==> config.mk <==
export PLATFORM = sky130hd
export DESIGN_NAME = lsu_bus_bridge
export DESIGN_NICKNAME = d
export VERILOG_FILES = /design/src/rtl/lsu_bus_bridge.sv
export SDC_FILE = /design/constraint.sdc
export NUM_CORES = 1
export LEC_CHECK = 0
export BUFFER_PORTS_ARGS = -buffer_cell sky130_fd_sc_hd__buf_4
export CORE_MARGIN = 8
export CORE_UTILIZATION = 53
export CTS_CLUSTER_SIZE = 12
export DETAILED_ROUTE_END_ITERATION = 16
export PLACE_DENSITY = 0.91
export SYNTH_ARGS = -nofsm -noshare
export SYNTH_HDL_FRONTEND = slang
export SYNTH_SLANG_ARGS = --single-unit
==> constraint.sdc <==
create_clock -name clk -period 7.7 [get_ports clk]
set_clock_uncertainty 0.2 [all_clocks]
set_input_delay 1.54 -clock clk [delete_from_list [all_inputs] [get_ports clk]]
set_output_delay 1.54 -clock clk [all_outputs]
set_load 0.05 [all_outputs]
==> src/rtl/lsu_bus_bridge.sv <==
// Load/store to word bus bridge: lane steering, load extension,
// alignment checks and bus timeout.
module lsu_bus_bridge #(
   parameter int TIMEOUT = 16
) (
   input  logic        clk,
   input  logic        rst,
   input  logic        req_valid,
   input  logic        mem_write,
   input  logic [3:0]  ls,
   input  logic [31:0] addr,
   input  logic [31:0] wdata,
   output logic        stall,
   output logic        done,
   output logic [31:0] rdata,
   output logic        access_err,
   output logic        bus_err,
   output logic        bus_req,
   output logic        bus_we,
   output logic [31:0] bus_addr,
   output logic [3:0]  bus_be,
   output logic [31:0] bus_wdata,
   input  logic        bus_ack,
   input  logic [31:0] bus_rdata
);

   localparam int CW = $clog2(TIMEOUT);

   localparam logic [3:0] LS_W  = 4'b0000;
   localparam logic [3:0] LS_H  = 4'b1000;
   localparam logic [3:0] LS_B  = 4'b0100;
   localparam logic [3:0] LS_HU = 4'b0010;
   localparam logic [3:0] LS_BU = 4'b0001;

   typedef enum logic [1:0] {IDLE, BUS, RESP} state_t;

   state_t        state, state_d;
   logic [CW-1:0] cnt, cnt_d, cnt_inc;
   logic          wr_q, wr_d;
   logic [3:0]    ls_q, ls_d;
   logic [1:0]    lo_q, lo_d;

   logic          req_d, we_d, done_d, aerr_d, berr_d;
   logic [31:0]   addr_d, wd_d, rdata_d;
   logic [3:0]    be_d;

   logic          bad;
   logic [3:0]    be_calc;
   logic [31:0]   wd_calc;

   function automatic logic [31:0] fmt(
      input logic [3:0]  l,
      input logic [1:0]  lo,
      input logic [31:0] w
   );
      logic [7:0]  b8;
      logic [15:0] h16;
      b8  = w[{lo, 3'b000} +: 8];
      h16 = lo[1] ? w[31:16] : w[15:0];
      unique case (l)
         LS_B:    fmt = {{24{b8[7]}}, b8};
         LS_BU:   fmt = {24'b0, b8};
         LS_H:    fmt = {{16{h16[15]}}, h16};
         LS_HU:   fmt = {16'b0, h16};
         default: fmt = w;
      endcase
   endfunction

   // Legality, byte enables and lane replication for the incoming request
   always_comb begin
      bad     = 1'b0;
      be_calc = 4'b0000;
      wd_calc = wdata;
      unique case (ls)
         LS_W: begin
            bad     = addr[1:0] != 2'b00;
            be_calc = 4'b1111;
         end
         LS_H, LS_HU: begin
            bad     = addr[0] | (mem_write & (ls == LS_HU));
            be_calc = addr[1] ? 4'b1100 : 4'b0011;
            wd_calc = {2{wdata[15:0]}};
         end
         LS_B, LS_BU: begin
            bad     = mem_write & (ls == LS_BU);
            be_calc = 4'b0001 << addr[1:0];
            wd_calc = {4{wdata[7:0]}};
         end
         default: bad = 1'b1;
      endcase
   end

   assign cnt_inc = cnt + CW'(1);
   assign stall   = ((state == IDLE) & req_valid) | (state == BUS);

   always_comb begin
      state_d = state;
      cnt_d   = cnt;
      wr_d    = wr_q;
      ls_d    = ls_q;
      lo_d    = lo_q;
      req_d   = 1'b0;
      we_d    = 1'b0;
      addr_d  = 32'b0;
      be_d    = 4'b0;
      wd_d    = 32'b0;
      done_d  = 1'b0;
      rdata_d = 32'b0;
      aerr_d  = 1'b0;
      berr_d  = 1'b0;
      unique case (state)
         IDLE: begin
            cnt_d = '0;
            if (req_valid && bad) begin
               state_d = RESP;
               done_d  = 1'b1;
               aerr_d  = 1'b1;
            end else if (req_valid) begin
               state_d = BUS;
               wr_d    = mem_write;
               ls_d    = ls;
               lo_d    = addr[1:0];
               req_d   = 1'b1;
               we_d    = mem_write;
               addr_d  = {addr[31:2], 2'b00};
               be_d    = be_calc;
               wd_d    = mem_write ? wd_calc : 32'b0;
            end
         end
         BUS: begin
            cnt_d = cnt_inc;
            if (bus_ack) begin
               state_d = RESP;
               done_d  = 1'b1;
               rdata_d = wr_q ? 32'b0 : fmt(ls_q, lo_q, bus_rdata);
            end else if (cnt_inc == CW'(TIMEOUT - 1)) begin
               state_d = RESP;
               done_d  = 1'b1;
               berr_d  = 1'b1;
            end else begin
               req_d  = 1'b1;
               we_d   = bus_we;
               addr_d = bus_addr;
               be_d   = bus_be;
               wd_d   = bus_wdata;
            end
         end
         RESP:    state_d = IDLE;
         default: state_d = IDLE;
      endcase
   end

   always_ff @(posedge clk or posedge rst) begin
      if (rst) begin
         state      <= IDLE;
         cnt        <= '0;
         wr_q       <= 1'b0;
         ls_q       <= 4'b0;
         lo_q       <= 2'b0;
         bus_req    <= 1'b0;
         bus_we     <= 1'b0;
         bus_addr   <= 32'b0;
         bus_be     <= 4'b0;
         bus_wdata  <= 32'b0;
         done       <= 1'b0;
         rdata      <= 32'b0;
         access_err <= 1'b0;
         bus_err    <= 1'b0;
      end else begin
         state      <= state_d;
         cnt        <= cnt_d;
         wr_q       <= wr_d;
         ls_q       <= ls_d;
         lo_q       <= lo_d;
         bus_req    <= req_d;
         bus_we     <= we_d;
         bus_addr   <= addr_d;
         bus_be     <= be_d;
         bus_wdata  <= wd_d;
         done       <= done_d;
         rdata      <= rdata_d;
         access_err <= aerr_d;
         bus_err    <= berr_d;
      end
   end

endmodule
==> impl_results.md, run 1 <==
- DIE AREA: 13510 um2
- CTS Root Cell: clkbuf_8
- Register area share after synthesis: 54.51%
- Worst hold-check path type: flip-flop to flip-flop
- Synthesized flop and latch total: 116
- CP Max Fanout: 2
- Vias in the first global route: 5109
- Area contributors post-synth: dfrtp_1 55%, a22o_1 6.1%, o21ai_0 3.5%, a21oi_1 3.0%, mux2i_1 3.0%
- Number of fill cells: 589
- Leakage dissipation: 3.770 nW
- Die Span Y: 116.2 um
- Port Buf Inserts: 208
- # Max-Cap Violations: 0
- Combinational fraction of design power: 24.8%
- Delay contributed by the slowest stage of the critical path: 0.19 ns
- Post-detailed-route count of antenna-violating nets: 0
- Most used cells in the layout excluding fill and tap cells: 213 x buf_4, 116 x dfrtp_1, 37 x o21ai_0, 37 x a22o_1, 32 x a21oi_1
- Predominant post-synthesis flop cell: dfrtp_1
- Main combinational cell family by area after synthesis: compound AO/OA/AOI/OAI gates
- Post_cts resized: 0
- Power, Total: 2.099 mW
- Start-to-end type of the worst setup path: input port to output pin
- Max-slew headroom: 25.55%
- Summed area of non-filler cells in the final layout: 7567 um2
- Critical path startpoint category: input port
- Worst-path clk slew: 0.05 ns
- Post-detailed-placement half-perimeter wirelength: 11450 um
- Number of antenna diodes: 0
- CTS tree: done
- Total Routing Usage GR: 24.79%
- DRC: 0
- Area share of and/or/nand/nor cells after synthesis: 8.506%
- Pins over their slew limit: 0
- Average footprint of a synthesized cell: 11.55 um2
- Placer Congestion: 0.8356
- Switching power of the nets: 671.9 uW
- Adder and majority gate portion of the synthesized area: 0.6579%
- Number of buffers on the longest clock path: 2
- Internal portion of total power: 1.427 mW
- Tightest Pin Transition: 1.107 ns
- Cell-by-cell listing of the critical path: buf_4 -> nor2_1 -> nor2_1 -> buf_4
- Unrepaired setup endpoints after global routing: no
- Total placed instance area: 6919 um2
- Register area: 2903 um2
- Most frequent standard cell in the layout excluding fill and tap cells: buf_4
- Xor/xnor share of the synthesized area: 0.8224%
- Multiplexer area fraction after synthesis: 6.180%
- Post-CTS Hold Buffers: 0
- Row Count: 36
- Multi-input logic area: 2218 um2
- Switching share of power: 32.01%
- Number of hold-slack violations in the final timing report: 0
- Die width: 116.2 um
- H-tree levels: 4
- Sum Neg Setup Slack: 0 ns
- Clock sink count: 116
- Antenna violations before repair: 0
- Max rail drop VDD: 0.1549 mV
- Largest net degree at the start of global routing: 70
- Clk network pwr share: 40.7%
- Part of the total power dissipated in sequential elements: 34.6%
- Post-CTS setup buffer count: 0
- Number of flops mapped to enable cells by yosys: 0
- Arr. time, crit path: 1.99 ns
- Outcome: complete, no violations
- Post-synthesis instance area: 5325 um2
- Area of the core: 9774 um2
- Worst setup EP type: output pin
- Share of the synthesized area in compound gates (AO/OA/AOI/OAI): 25.05%
- Wire length of the first global-routing pass: 25980 um
- # IOs: 211
- Post-synth top area share: 54.51%
- Clock period minus final worst setup slack: 3.735 ns
- Required time of the critical path: 5.96 ns
- Effective utilization at floorplan: 54.48%
- Top achievable clock speed: 267.8 MHz
- Area growth from synthesis to layout: 42.11%
- Library cell contributing the largest single delay on the critical path: buf_4
- Net total in the final layout: 762
- Power density cells: 277.4 nW/um2
- Number of vias in the routed layout: 4773
- Routed WL: 16460 um
- Post-Route Utilization: 77.42%
- Gate count after technology mapping: 461
- Drt wl/cell: 20.55 um
- Ratio of cells with drive above 1 in the final layout: 42.66%
- Clock latency on the worst-skew pair: 0.51 ns
- Final period util: 48.50%
- Number of vias per cell after detailed routing: 5.959
- Total gr overflow: 0
- Router iterations before antenna repair: 5
- Cell taking the most area after synthesis: dfrtp_1
- Number of setup violations in the final report: 0
- Warnings from Yosys: 0
- Total clock buffers created by CTS: 17
- DR iter-0 viols: 350
- Async S/R FF share, synth: 100.0%
- Synth unique cells: 53
registers in the layout, indices dropped and copies added, names as in the netlist:
signal	count
access_err	1
bus_addr	30
bus_be	4
bus_err	1
bus_req	1
bus_wdata	32
bus_we	1
cnt	4
done	1
lo_q	2
ls_q	4
rdata	32
state	2
wr_q	1
cell families (layout without fill, tap and decap cells):
logic type,Yosys count,in the layout
AOI/OAI and AO/OA,176,176
xor gates and xnor gates,5,5
adders and majority gates,3,3
buffers and inverters,47,253
DFF,116,116
muxes,30,30
other,1,2
and+or+nand+nor,83,83
final cells by class:
cell class | count | area share, %
clock buffers | 20 | 5.886
clock inverters | 12 | 2.679
inverters | 8 | 0.4299
multi-input cells | 299 | 29.32
flip-flops and latches | 116 | 38.36
well taps | 133 | 2.199
repair buffers | 213 | 21.13
power groups by stage:
| stage | registers, mW | clock network, mW | logic, mW |
|---|---|---|---|
| 6_report | 0.726 | 0.853 | 0.520 |
| 3_3_place_gp | 0.728 | 0 | 0.497 |
| 4_1_cts | 0.723 | 0.861 | 0.517 |
| 3_5_place_dp | 0.731 | 0 | 0.510 |
| 5_1_grt | 0.732 | 0.894 | 0.553 |
| 2_1_floorplan | 0.771 | 0 | 0.325 |
worst max-delay path, delay by kind of cell:
family                 cells  cell delay (ns)
buffers and inverters      2             0.30
AND/OR/NAND/NOR            2             0.15
path summary, 6_finish.rpt:
check | endpoint | slack, ns | cells after the start | from
max | stall | 3.97 | 4 | req_valid
min | bus_wdata[29] | 0.30 | 1 | bus_wdata[29]
max reg2reg | rdata[19] | 4.79 | 4 | lo_q[1]
min reg2reg | bus_wdata[29] | 0.30 | 1 | bus_wdata[29]
max in group asynchronous | done | 5.17 | 3 | rst
min in group asynchronous | rdata[22] | 0.95 | 2 | rst
metrics by stage:
stage	setup slack (ns)	instances	hold WS, ns
3_5_place_dp	3.840	769	0.2752
2_1_floorplan	2.888	462	0.2981
5_1_grt	3.910	801	0.3227
3_3_place_gp	3.968	769	0.2720
6_report	3.965	801	0.2996
4_1_cts	3.957	801	0.3007
routing by layer:
layer  global-route usage (%)  share of wire (%)
met2                    42.53                 52
met5                        0                  0
met4                    13.40                3.3
met1                    27.91                 38
met3                    6.153                7.2
cell usage after synthesis (5+ instances only):
cell type,count
dfrtp_1,116
a22o_1,37
o21ai_0,37
a21oi_1,32
nor2_1,24
clkbuf_1,19
mux2i_1,16
o2bb2ai_1,16
buf_2,14
nand2_1,14
mux2_2,13
a32o_1,9
o2bb2ai_2,9
a221oi_1,8
a2bb2oi_1,8
and3_1,8
inv_1,8
nor3_1,5
or2_2,5
Note: power is estimated with default switching activity, not from simulation.
==> run 2: changes to the inputs <==
--- a/config.mk
+++ b/config.mk
@@ -7,10 +7,10 @@
 export LEC_CHECK = 0
 export BUFFER_PORTS_ARGS = -buffer_cell sky130_fd_sc_hd__buf_4
 export CORE_MARGIN = 8
-export CORE_UTILIZATION = 53
+export CORE_UTILIZATION = 44
 export CTS_CLUSTER_SIZE = 12
 export DETAILED_ROUTE_END_ITERATION = 16
-export PLACE_DENSITY = 0.91
+export PLACE_DENSITY = 0.81
 export SYNTH_ARGS = -nofsm -noshare
 export SYNTH_HDL_FRONTEND = slang
 export SYNTH_SLANG_ARGS = --single-unit
==> constraint.sdc (replaced) <==
create_clock -name clk -period 3.3 [get_ports clk]
set_clock_uncertainty 0.2 [all_clocks]
set_input_delay 0.66 -clock clk [delete_from_list [all_inputs] [get_ports clk]]
set_output_delay 0.66 -clock clk [all_outputs]
set_load 0.05 [all_outputs]
==> run 2 against run 1 <==
  * Die area increased by 18%
  * First-iteration DRC count decreased by 15%
  * Sequential power rose by 130%
  * Global-route usage fell by 4.6 points
  * Power is 130% higher
  * Routed wire length fell by 3.0%
  * Via count decreased by 3.1%
  * Non-clock buffer count rose by 4
  * Critical path type is now flip-flop to flip-flop
  * Critical endpoint is now rdata[21]
  * Largest cell class unchanged
  * Highest routed layer unchanged
==> impl_results.md, run 2 (same netlist as run 1, synthesis figures left out) <==
- Outcome: complete, no violations
- Post-CTS Hold Buffers: 0 (unchanged)
- Number of fill cells: 930 (+58%)
- Post-CTS setup buffer count: 0 (unchanged)
- Area growth from synthesis to layout: 42.34%
- Top achievable clock speed: 403.6 MHz
- Placer Congestion: 0.8096 (-3.1%)
- Post_cts resized: 0 (unchanged)
- Clock latency on the worst-skew pair: 0.40 ns (-0.11 ns)
- Total Routing Usage GR: 20.21% (-4.6 points)
- Ratio of cells with drive above 1 in the final layout: 43.01% (+0.34 points)
- Area of the core: 11910 um2 (+22%)
- Power density cells: 623.3 nW/um2 (+120%)
- Vias in the first global route: 4997 (-2.2%)
- Number of buffers on the longest clock path: 2 (unchanged)
- Antenna violations before repair: 0 (unchanged)
- Max-slew headroom: 41.55% (+16 points)
- CTS tree: done
- Wire length of the first global-routing pass: 25740 um (-0.93%)
- Drt wl/cell: 19.50 um (-5.1%)
- Total clock buffers created by CTS: 17 (unchanged)
- Effective utilization at floorplan: 44.71% (-9.8 points)
- CP Max Fanout: 16 (+14)
- Net total in the final layout: 766 (+0.52%)
- H-tree levels: 4 (unchanged)
- Routed WL: 15970 um (-3.0%)
- Switching share of power: 33.07% (+1.1 points)
- Final standard cell count with taps included and fillers excluded: 819 (+2.2%)
- Tightest Pin Transition: 0.8701 ns (-0.2365 ns)
- Top Registers: bus_wdata x32, rdata x32, bus_addr x30
- Worst-path clk slew: 0.05 ns (about the same)
- Router iterations before antenna repair: 4 (-1)
- Largest net degree at the start of global routing: 117 (+67%)
- Worst setup EP type: flip-flop
- Arr. time, crit path: 2.52 ns (+0.53 ns)
- Most frequent standard cell in the layout excluding fill and tap cells: buf_4
- Clock period minus final worst setup slack: 2.477 ns
- Part of the total power dissipated in sequential elements: 35.2% (+0.6 points)
- DIE AREA: 15880 um2 (+18%)
- Multi-input logic area: 2218 um2 (unchanged)
- Worst hold-check path type: input port to async pin
- DRC: 0 (unchanged)
- Row Count: 40 (+11%)
- Number of hold-slack violations in the final timing report: 0 (unchanged)
- Final period util: 75.07%
- Number of antenna diodes: 0 (unchanged)
- Switching power of the nets: 1.562 mW (+130%)
- # IOs: 211 (unchanged)
- Start-to-end type of the worst setup path: flip-flop to flip-flop
- Number of placed instances, taps included: 787 (+2.3%)
- Sum Neg Setup Slack: 0 ns (unchanged)
- Combinational fraction of design power: 26.7% (+1.9 points)
- CTS Root Cell: clkbuf_16
- Total gr overflow: 0 (unchanged)
- Clk network pwr share: 38.1% (-2.6 points)
- DR iter-0 viols: 297 (-15%)
- Pins over their slew limit: 0 (unchanged)
- Die width: 126.0 um (+8.4%)
- Critical path startpoint category: flip-flop
- Number of vias per cell after detailed routing: 5.645 (-5.3%)
- Required time of the critical path: 3.34 ns (-2.62 ns)
- Post-detailed-route count of antenna-violating nets: 0 (unchanged)
- Unrepaired setup endpoints after global routing: no
- Most used cells in the layout excluding fill and tap cells: 215 x buf_4, 116 x dfrtp_1, 37 x o21ai_0, 37 x a22o_1, 32 x a21oi_1
- Clock sink count: 116 (unchanged)
- Number of vias in the routed layout: 4623 (-3.1%)
- Leakage dissipation: 3.763 nW (-0.16%)
- Die Span Y: 126.0 um (+8.4%)
- Number of setup violations in the final report: 0 (unchanged)
- Register area: 2903 um2 (unchanged)
- # Max-Cap Violations: 0 (unchanged)
- Post-detailed-placement half-perimeter wirelength: 11460 um (+0.10%)
- Port Buf Inserts: 208 (unchanged)
- Max rail drop VDD: 0.2941 mV (+90%)
- Internal portion of total power: 3.162 mW (+120%)
## run 2: cell types whose count changed in the layout (fill, tap and decap cells not counted)
cell / delta
clkinvlp_4: +2
inv_6: +1
clkinv_4: -1
clkinv_2: +2
inv_4: -1
buf_12: +2
clkbuf_8: -1
bufinv_16: -3
clkbuf_16: +1
buf_4: +2
## run 2: final timing paths
| path | slack (ns) | from | endpoint | depth (start not counted) |
|---|---|---|---|---|
| min reg2reg | 0.29 | bus_wdata[26] | bus_wdata[26] | 1 |
| min in group clk | 0.26 | bus_ack | bus_err | 2 |
| max in group asynchronous | 2.21 | rst | bus_wdata[5] | 3 |
| min | 0.23 | rst | bus_err | 3 |
| max reg2reg | 0.82 | lo_q[1] | rdata[21] | 4 |
| max | 0.82 | lo_q[1] | rdata[21] | 4 |
## run 2: layout make-up
class	count	area share, %
flip-flops and latches	116	38.30
multi-input cells	299	29.27
repair buffers	217	21.82
clock buffers	20	6.025
well taps	147	2.427
clock inverters	12	1.717
inverters	8	0.4457
## run 2: per-layer routing
layer / GRT usage [%] / wire [um]
met1: 22.42 / 6281
met2: 34.43 / 8172
met3: 7.679 / 1236
met4: 7.856 / 283
met5: 0 / 0
## run 2: power by group through the flow
| stage | registers, mW | logic [mW] | clock network (mW) |
|---|---|---|---|
| 3_5_place_dp | 1.68 | 1.26 | 0 |
| 6_report | 1.66 | 1.26 | 1.80 |
| 5_1_grt | 1.68 | 1.37 | 1.89 |
| 3_3_place_gp | 1.68 | 1.23 | 0 |
| 4_1_cts | 1.66 | 1.26 | 1.84 |
| 2_1_floorplan | 1.80 | 0.760 | 0 |
## run 2: critical path, cell delays in order (launching register included)
cell      delay [ns]
dfrtp_1         0.55
mux4_2          0.60
nand2b_1        0.21
a21oi_2         0.60
nor2_1          0.16
## run 2: per-stage QoR
step,setup slack (ns),hold WS [ns],total power [mW],utilization (%),area (um2)
after floorplan,0.8565,0.2981,2.560,-,5333
after global placement,0.7172,0.2751,2.904,58.71,6993
after detailed placement,0.6218,0.2756,2.937,58.71,6993
after CTS,0.7922,0.2361,4.757,63.63,7580
after global routing,0.6593,0.2521,4.940,63.63,7580
final,0.8225,0.2252,4.724,63.63,7580
